$ cat src/rtl/sonar_pkg.sv
`default_nettype none
// ============================================================================
// Module : sonar_pkg
// Brief  : Shared state encoding and 100 MHz timing defaults for sonar_multi.
// Rev    : 1.0  initial release
// ============================================================================
package sonar_pkg;

  typedef enum logic [2:0] {
    IDLE      = 3'd0,
    TRIG      = 3'd1,
    WAIT_RISE = 3'd2,
    MEASURE   = 3'd3,
    PUBLISH   = 3'd4,
    HOLDOFF   = 3'd5
  } state_t;

  localparam int DEF_TICK_DIV      = 100;
  localparam int DEF_TRIG_CYCLES   = 1000;
  localparam int DEF_TIMEOUT_TICKS = 30000;
  localparam int DEF_HOLDOFF_TICKS = 10000;

  // Bits needed to hold the range 0..max_val, never less than one.
  function automatic int width_of(input int max_val);
    return (max_val < 2) ? 1 : $clog2(max_val + 1);
  endfunction

  function automatic int max3(input int a, input int b, input int c);
    int m;
    m = (a > b) ? a : b;
    return (m > c) ? m : c;
  endfunction

endpackage
`default_nettype wire

$ cat src/rtl/sonar_sync.sv
`default_nettype none
// ============================================================================
// Module : sonar_sync
// Brief  : 1-bit two-flop synchronizer with registered rise/fall pulses.
// Rev    : 1.0  initial release
// ============================================================================
module sonar_sync (
  input  logic clk,
  input  logic rst,
  input  logic din,
  output logic rise,
  output logic fall
);

  logic meta;
  logic sync;
  logic sync_d;

  // Pin-to-pulse latency is three clocks: meta, sync, then the edge register.
  always_ff @(posedge clk) begin
    if (rst) begin
      meta   <= 1'b0;
      sync   <= 1'b0;
      sync_d <= 1'b0;
      rise   <= 1'b0;
      fall   <= 1'b0;
    end else begin
      meta   <= din;
      sync   <= meta;
      sync_d <= sync;
      rise   <= sync & ~sync_d;
      fall   <= ~sync & sync_d;
    end
  end

endmodule
`default_nettype wire

$ cat src/rtl/sonar_multi.sv
`default_nettype none
// ============================================================================
// Module : sonar_multi
// Brief  : Round-robin multi-channel ultrasonic ranging controller with a
//          single-entry valid/ready result port.
// Rev    : 1.0  initial release
// ============================================================================
module sonar_multi
  import sonar_pkg::*;
#(
  parameter int NUM_CH        = 4,
  parameter int CNT_W         = 16,
  parameter int TICK_DIV      = DEF_TICK_DIV,
  parameter int TRIG_CYCLES   = DEF_TRIG_CYCLES,
  parameter int TIMEOUT_TICKS = DEF_TIMEOUT_TICKS,
  parameter int HOLDOFF_TICKS = DEF_HOLDOFF_TICKS,
  localparam int CH_W         = (NUM_CH > 1) ? $clog2(NUM_CH) : 1
) (
  input  logic              clk,
  input  logic              rst,
  input  logic              en,
  input  logic [NUM_CH-1:0] echo,
  output logic [NUM_CH-1:0] trig,
  output logic              idle,
  output logic              res_valid,
  input  logic              res_ready,
  output logic [CH_W-1:0]   res_ch,
  output logic [CNT_W-1:0]  res_count,
  output logic              res_timeout
);

  localparam int TICK_W = width_of(TICK_DIV - 1);
  localparam int PH_W   = width_of(max3(TRIG_CYCLES, TIMEOUT_TICKS, HOLDOFF_TICKS));

  localparam logic [TICK_W-1:0] TICK_LAST    = TICK_W'(TICK_DIV - 1);
  localparam logic [PH_W-1:0]   TRIG_LAST    = PH_W'(TRIG_CYCLES - 1);
  localparam logic [PH_W-1:0]   TIMEOUT_LAST = PH_W'(TIMEOUT_TICKS - 1);
  localparam logic [PH_W-1:0]   HOLD_LAST    = PH_W'(HOLDOFF_TICKS - 1);
  localparam logic [CNT_W-1:0]  TIMEOUT_CNT  = CNT_W'(TIMEOUT_TICKS);
  localparam logic [CH_W-1:0]   LAST_CH      = CH_W'(NUM_CH - 1);

  state_t              state;
  state_t              state_next;
  logic [CH_W-1:0]     ch;
  logic [TICK_W-1:0]   presc;
  logic                tick;
  logic [PH_W-1:0]     phase_cnt;
  logic [PH_W-1:0]     phase_inc;
  logic [NUM_CH-1:0]   rise;
  logic [NUM_CH-1:0]   fall;
  logic                rise_sel;
  logic                fall_sel;
  logic                trig_done;
  logic                window_done;
  logic                hold_done;
  logic                can_load;
  logic [CNT_W-1:0]    meas_count;
  logic                meas_timeout;

  generate
    for (genvar i = 0; i < NUM_CH; i++) begin : g_sync
      sonar_sync u_sync (
        .clk  (clk),
        .rst  (rst),
        .din  (echo[i]),
        .rise (rise[i]),
        .fall (fall[i])
      );
    end
  endgenerate

  assign tick        = (presc == TICK_LAST);
  assign rise_sel    = rise[ch];
  assign fall_sel    = fall[ch];
  assign phase_inc   = phase_cnt + PH_W'(tick);
  assign trig_done   = (phase_cnt == TRIG_LAST);
  assign window_done = tick && (phase_cnt == TIMEOUT_LAST);
  assign hold_done   = tick && (phase_cnt == HOLD_LAST);
  assign can_load    = !res_valid || res_ready;

  always_ff @(posedge clk) begin
    if (rst) begin
      state <= IDLE;
    end else begin
      state <= state_next;
    end
  end

  always_comb begin
    state_next = state;
    case (state)
      IDLE:      if (en) state_next = TRIG;
      TRIG:      if (trig_done) state_next = WAIT_RISE;
      WAIT_RISE: begin
        if (rise_sel) begin
          state_next = MEASURE;
        end else if (window_done) begin
          state_next = PUBLISH;
        end
      end
      MEASURE:   if (fall_sel || window_done) state_next = PUBLISH;
      PUBLISH:   if (can_load) state_next = HOLDOFF;
      HOLDOFF:   if (hold_done) state_next = en ? TRIG : IDLE;
      default:   state_next = IDLE;
    endcase
  end

  always_comb begin
    trig = '0;
    if (state == TRIG) begin
      trig[ch] = 1'b1;
    end
    idle = (state == IDLE);
  end

  always_ff @(posedge clk) begin
    if (rst) begin
      presc        <= '0;
      phase_cnt    <= '0;
      ch           <= '0;
      meas_count   <= '0;
      meas_timeout <= 1'b0;
      res_valid    <= 1'b0;
      res_ch       <= '0;
      res_count    <= '0;
      res_timeout  <= 1'b0;
    end else begin
      // Every state change realigns the tick grid to the start of the phase.
      if (state_next != state || tick) begin
        presc <= '0;
      end else begin
        presc <= presc + TICK_W'(1);
      end

      if (state_next != state) begin
        phase_cnt <= '0;
      end else if (state == TRIG) begin
        phase_cnt <= phase_cnt + PH_W'(1);
      end else if (state == WAIT_RISE || state == MEASURE || state == HOLDOFF) begin
        phase_cnt <= phase_inc;
      end

      if (state == WAIT_RISE && !rise_sel && window_done) begin
        meas_count   <= '0;
        meas_timeout <= 1'b1;
      end else if (state == MEASURE && fall_sel) begin
        // Include a tick landing on the fall cycle so the result is a true floor.
        meas_count   <= CNT_W'(phase_inc);
        meas_timeout <= 1'b0;
      end else if (state == MEASURE && window_done) begin
        meas_count   <= TIMEOUT_CNT;
        meas_timeout <= 1'b1;
      end

      if (state == PUBLISH && can_load) begin
        res_valid   <= 1'b1;
        res_ch      <= ch;
        res_count   <= meas_count;
        res_timeout <= meas_timeout;
      end else if (res_ready) begin
        res_valid   <= 1'b0;
      end

      if (state == HOLDOFF && hold_done) begin
        ch <= (ch == LAST_CH) ? '0 : ch + CH_W'(1);
      end
    end
  end

endmodule
`default_nettype wire

$ cat config.mk
export PLATFORM = sky130hd
export DESIGN_NAME = sonar_multi
export DESIGN_NICKNAME = d
export VERILOG_FILES = /design/src/rtl/sonar_pkg.sv /design/src/rtl/sonar_sync.sv /design/src/rtl/sonar_multi.sv
export SDC_FILE = /design/constraint.sdc
export NUM_CORES = 1
export LEC_CHECK = 0
export BUFFER_PORTS_ARGS = -buffer_cell sky130_fd_sc_hd__buf_2
export CAP_MARGIN = 0
export CORE_ASPECT_RATIO = 1.5
export CORE_MARGIN = 2
export CORE_UTILIZATION = 51
export CTS_BUF_LIST = sky130_fd_sc_hd__clkbuf_8
export CTS_CLUSTER_DIAMETER = 50
export DETAILED_ROUTE_END_ITERATION = 7
export GPL_TIMING_DRIVEN = 0
export PLACE_DENSITY = 0.78
export SLEW_MARGIN = 30
export SYNTH_ARGS = -nofsm -noshare
export SYNTH_HDL_FRONTEND = slang
export SYNTH_SLANG_ARGS = --single-unit
$ cat constraint.sdc
create_clock -name clk -period 2.7 [get_ports clk]
set_input_delay 0.27 -clock clk [delete_from_list [all_inputs] [get_ports clk]]
set_output_delay 0.27 -clock clk [all_outputs]
set_load 0.05 [all_outputs]
== Yosys cells after proc, flatten, opt, wreduce, memory -nomap -nowiden ==
Index checks and enable logic that the tools add are counted.
Storage, ports and cells
  bits of input ports: 8
  output and inout port bits: 25
  logic and storage cells: 113
  register bits after elaboration: 82
Cells by class
  equality and inequality tests: 11
  reduce and logical (&&, ||, !) cells: 24
  order comparisons: 2
  bitwise gates (word level): 16
  muxes and demuxes: 26
  add/sub/neg operators: 4
Operator list (count)
  $mux W15: 4
  $mux W3: 7
  $pmux W3 S6: 1
  $add A15 B1 Y15: 1
  $add A15 B1 Y15 const B: 1
  $eq A15 B10 Y1 const B: 1
  $eq A15 B14 Y1 const B: 1
  $eq A15 B15 Y1 const B: 1
  $logic_and A1 B1 Y1: 9
  $mux W1: 9
  $and A1 B1 Y1: 8
  $not A1 Y1: 8
  $add A7 B1 Y7 const B: 1
  $eq A7 B7 Y1 const B: 1
  $eq A3 B2 Y1 const B: 2
  $eq A3 B3 Y1 const B: 2
  $reduce_bool A2 Y1: 3
  $reduce_or A2 Y1: 3
  $logic_or A1 B1 Y1: 5
  $bmux W1 S2: 2
  $mux W4: 1
  $eq A3 B1 Y1 const B: 1
  $logic_not A3 Y1: 1
  $lt A2 B3 Y1 const B: 1
  8 further kinds: 9

== Logic depth before layout (Yosys ltp) ==
  depth in word-level cells: 8
  gate-level depth with buffers: 10

== Cells and area by module ==
Synthesis repeated with hierarchy kept, for this count alone.
Unflattened totals
  cell total of the unflattened synthesis: 420
  area total of the unflattened synthesis: 3686.0 um2
Modules (own cells, without submodules)
  sonar_multi: instances 1, cells each 380, area an instance 3150.5 um2
  sonar_sync: instances 4, cells each 10, area an instance 133.9 um2

== Worst setup path after synthesis ==
OpenSTA, ideal clock, no wires.
  path kind: register -> register
  from: reg presc[0]
  to: reg phase_cnt[13]
  buffers on the path: 0
  required time: 2.620 ns
  period minus slack after synthesis: 2.569 ns
  stages on the path, launching flop included: 10
  path slack: 0.131 ns
  arrival time: 2.489 ns
  cell sequence: dfxtp_1 ha_1 nand4bb_1 nor2_2 ha_1 nand3_1 a2111oi_2 o21ai_0 xnor2_1 nor3_1
Between the ends
  word-level cells in the longest chain between the ends: 7
  elaborated cells between the ends (all ways): 14
  those cells by class: 1 x add/sub; 2 x eq/ne; 7 x mux; 4 x reduce/logical
Ends and longest elaborated chain
  start: declaration: line sonar_multi.sv:45  | logic [TICK_W-1:0] presc;
  start signal: assignment: line sonar_multi.sv:132  | presc <= presc + TICK_W'(1);
  $eq A7 B7 Y1 *: line sonar_multi.sv:72  | assign tick = (presc == TICK_LAST);
  parallel branches: the longest is 6 deep, another holds $add A15 B1 Y15
  end signal: assignment: line sonar_multi.sv:138  | phase_cnt <= phase_cnt + PH_W'(1);
  end signal: assignment: line sonar_multi.sv:140  | phase_cnt <= phase_inc;
  end: declaration: line sonar_multi.sv:47  | logic [PH_W-1:0] phase_cnt;
Every way passes the cells marked *. The select of a mux whose other input is x is not followed.
A chain may end at the register's enable or synchronous reset.

== Worst setup path in the final report ==
  from: reg presc[0]
  to: reg phase_cnt[10]
Same word-level chain as after synthesis.

==> reports/qor.txt <==
Clock power frac -> 0.376
Synthesized-area fraction occupied by adder cells -> 0.02692
Worst Setup End Kind -> flop
Via/cell ratio -> 5.666
Cts hold-fix bufs -> 0
DIE HEIGHT -> 108.6 um
Row cnt -> 38
Critical-path cell list -> ha_2, nand4bb_4, nor2_4, ha_1, ha_1, and4b_1, o31a_1, nand4_1, xor2_1, nor3_1
Antenna violations before repair -> 0
Rel. slew slack -> 0.4241
Pre-CTS setup slack -> -564.2 ps
Synth Area in Simple Gates -> 0.2877
Skew-Pair Late Insertion Delay -> 360 ps
CTS root buf -> clkbuf_8
# setup viols final -> 0
Fill count -> 617
Post-Syn Instances -> 415
Max stage delay cell, worst path -> dfxtp_1
Multi-input gate area -> 1939 um^2
Overall Global Routing Usage -> 0.2245
Core region area -> 7132 um^2
# port buffers -> 31
Clock Path Buffers -> 2
Crit share post-route -> 0.9340
IR drop worst, VDD -> 0.2508 mV
Post-Route Skew -> 6.143 ps
Post-synth EDFFs -> 0
DRT antenna net count -> 0
Yosys reg bits -> 82
Most used DFF post-synth -> dfxtp_1
Routed vias -> 3088
Crit-path leading delay family -> simple AND/OR/NAND/NOR gates
Hold path start -> echo[0]
Sequential area share after synthesis -> 0.4415
Global-route wire length before repair -> 13740 um
Worst-path fanout max -> 5
Unrepaired setup endpoints after global routing -> false
Iter 0 DRT Violations -> 157
Worst setup SP type -> flop
FFs w/ async S/R, synth -> 0
Internal -> 1597 uW
RD Place Congestion -> 0.9287
Shortest period the worst path allows -> 2522 ps
Synth Area in Compound Gates -> 0.1043
Post-synth top area share -> 0.4415
CTS tree -> done
Synthesis-to-layout area growth -> 13.49%
Most frequent CP cell -> ha_1
Drt wl/cell -> 15.42 um
Die Footprint -> 8005 um^2
Layout cell share with drive strength beyond 1 -> 0.1742
Yosys top cell by area -> dfxtp_1
Non-filler cells, final -> 545
CTS Sinks -> 82
Top post-synthesis cells by area -> dfxtp_1 44%, nand2_1 5.0%, xor2_1 3.5%
Sequential power share -> 0.579
WP data required -> 2980 ps
Initial core utilization -> 0.5214
Ant. Diodes -> 0
Max incr delay on CP -> 410 ps
Comb power frac -> 0.045
Grt total ovfl -> 0
Number of global-route vias before repair -> 3037
Area of the mapped netlist -> 3719 um^2
Register area -> 1642 um^2
Largest net degree at the start of global routing -> 16
CTS Buf Count -> 9
Commonest cells in the synthesized netlist -> 82 x dfxtp_1, 50 x nand2_1, 25 x a21oi_1, 23 x nor3_1, 20 x nor2_1
Worst Path Arrival -> 2800 ps
PwrDens -> 504.7 nW/um^2
DRC -> 0
I/O pin count -> 33
Syn_nets -> 431
Post-synthesis xor/xnor area fraction -> 0.06830
Final count of hold timing violations -> 0
Status -> complete, no violations
Mapped Avg Cell Area -> 8.960 um^2
Wirelength, routed -> 8405 um
DIE WIDTH -> 73.72 um
Cells after DPL -> 526
Crit path from -> presc[0]$_SDFF_PP0_
MaxCap Viol Count -> 0
Sw Share -> 0.2502
Setup ws final -> 178.2 ps
Yosys Warn Count -> 0
Worst Tran Pin Value -> 855.9 ps
Fmax -> 396.5 MHz
Final Max Slew Viols -> 0
1st-pass router iterations -> 4
Psw -> 532.8 uW
Worst r2r src -> presc[0]$_SDFF_PP0_
HPWL after DPL -> 6273 um
WP buf/inv -> 0
Clk pin slew, worst setup/hold paths -> 80 ps
Total Nets Final -> 476
H-tree depth -> 3
Worst min path class -> in -> reg
Largest family of logic cells by synthesized area -> simple AND/OR/NAND/NOR gates
Post-synthesis mux area share -> 0.02052
Lkg Pwr -> 0.001535 uW
Synth cell types -> 56
CP Class -> reg -> reg
Most frequent cell after synthesis -> dfxtp_1
flip-flops by register name, indices dropped and copies added (netlist names):
register / flops
g_sync.u_sync.fall: 4
res_valid: 1
g_sync.u_sync.sync: 4
presc: 7
res_count: 15
ch: 2
phase_cnt: 15
meas_timeout: 1
state: 3
meas_count: 15
g_sync.u_sync.meta: 4
res_ch: 2
res_timeout: 1
g_sync.u_sync.sync_d: 4
g_sync.u_sync.rise: 4
repair_timing:
| action | in CTS | in global routing |
|---|---|---|
| resized for setup | 2 | 4 |
| setup buffers | 2 | 1 |
| endpoints found under the setup margin | 16 | 14 |
| pin swaps | 2 | 1 |
cells by family (layout without fill, tap and decap cells):
group	Yosys count	after routing
buffers and inverters	41	91
adder cells (fa/ha/maj)	8	8
AO/OA/AOI/OAI	58	58
flip-flops	82	82
other	1	1
AND/OR/NAND/NOR	191	191
XOR/XNOR	29	29
multiplexers	5	5
metrics by stage:
stage               TNS, ps  hold WS [ps]  cell area (um^2)    util  total power [uW]
floorplan                 0         349.1              3719       -              1326
global placement      -2694         391.8              3974  0.5572              1352
detailed placement    -3764         393.5              3974  0.5572              1355
CTS                       0         108.0              4183  0.5865              2154
global route              0         109.7              4220  0.5918              2215
finish                    0         122.3              4220  0.5918              2130
cells in the final DEF (no fill, tap or decap), drive strengths merged, types with 4 or more instances in the layout:
cell type	netlist	routed
a21oi	25	25
a221oi	6	6
a22oi	8	8
a31oi	4	4
and2	6	6
buf	14	48
clkbuf	13	22
dfxtp	82	82
ha	8	8
inv	14	17
nand2	51	51
nand2b	6	6
nand3	14	14
nand4	10	10
nor2	21	21
nor2b	19	19
nor3	23	23
nor3b	7	7
nor4	11	11
o21ai	5	5
xnor2	14	14
xor2	15	15
power groups by stage:
stage / Clock [uW] / Sequential (uW) / Combinational [uW]
after floorplan: 0 / 1260 / 67.8
after global placement: 0 / 1260 / 91.0
after detailed placement: 0 / 1260 / 93.4
after CTS: 826 / 1230 / 95.3
after global routing: 875 / 1240 / 105
final: 801 / 1230 / 95.4
final cells by class:
class / instances / area share
Tap cell: 80 / 0.02372
Buffer: 27 / 0.03143
Multi-Input combinational cell: 292 / 0.4595
Sequential cell: 82 / 0.3890
Clock inverter: 7 / 0.01245
Inverter: 14 / 0.01245
Clock buffer: 9 / 0.02935
Timing Repair Buffer: 34 / 0.04210
worst reg2reg max path, cell delays in order, from the launching register on:
cell and delay (ps):
dfxtp_1 410, ha_2 270, nand4bb_4 150, nor2_4 160
ha_1 220, ha_1 270, and4b_1 270, o31a_1 270
nand4_1 140, xor2_1 170, nor3_1 120
worst paths after layout:
kind	end	slack, ps	depth (start not counted)
worst max-delay path	phase_cnt[10]$_SDFFE_PP0P_	180	10
worst min-delay path	g_sync[0].u_sync.meta$_SDFF_PP0_	120	2
worst min register to register	g_sync[3].u_sync.rise$_SDFF_PP0_	410	1
worst max register to register	phase_cnt[10]$_SDFFE_PP0P_	180	10
per-layer routing:
layer / up-vias / wire (um) / track usage
met5: - / 0 / 0.02778
met2: 78 / 4400 / 0.3992
met3: 23 / 354 / 0.04846
met1: 1441 / 3353 / 0.2378
met4: 0 / 296 / 0.1208
li1: 1546 / - / -
Note: power is estimated with default switching activity, not from simulation.
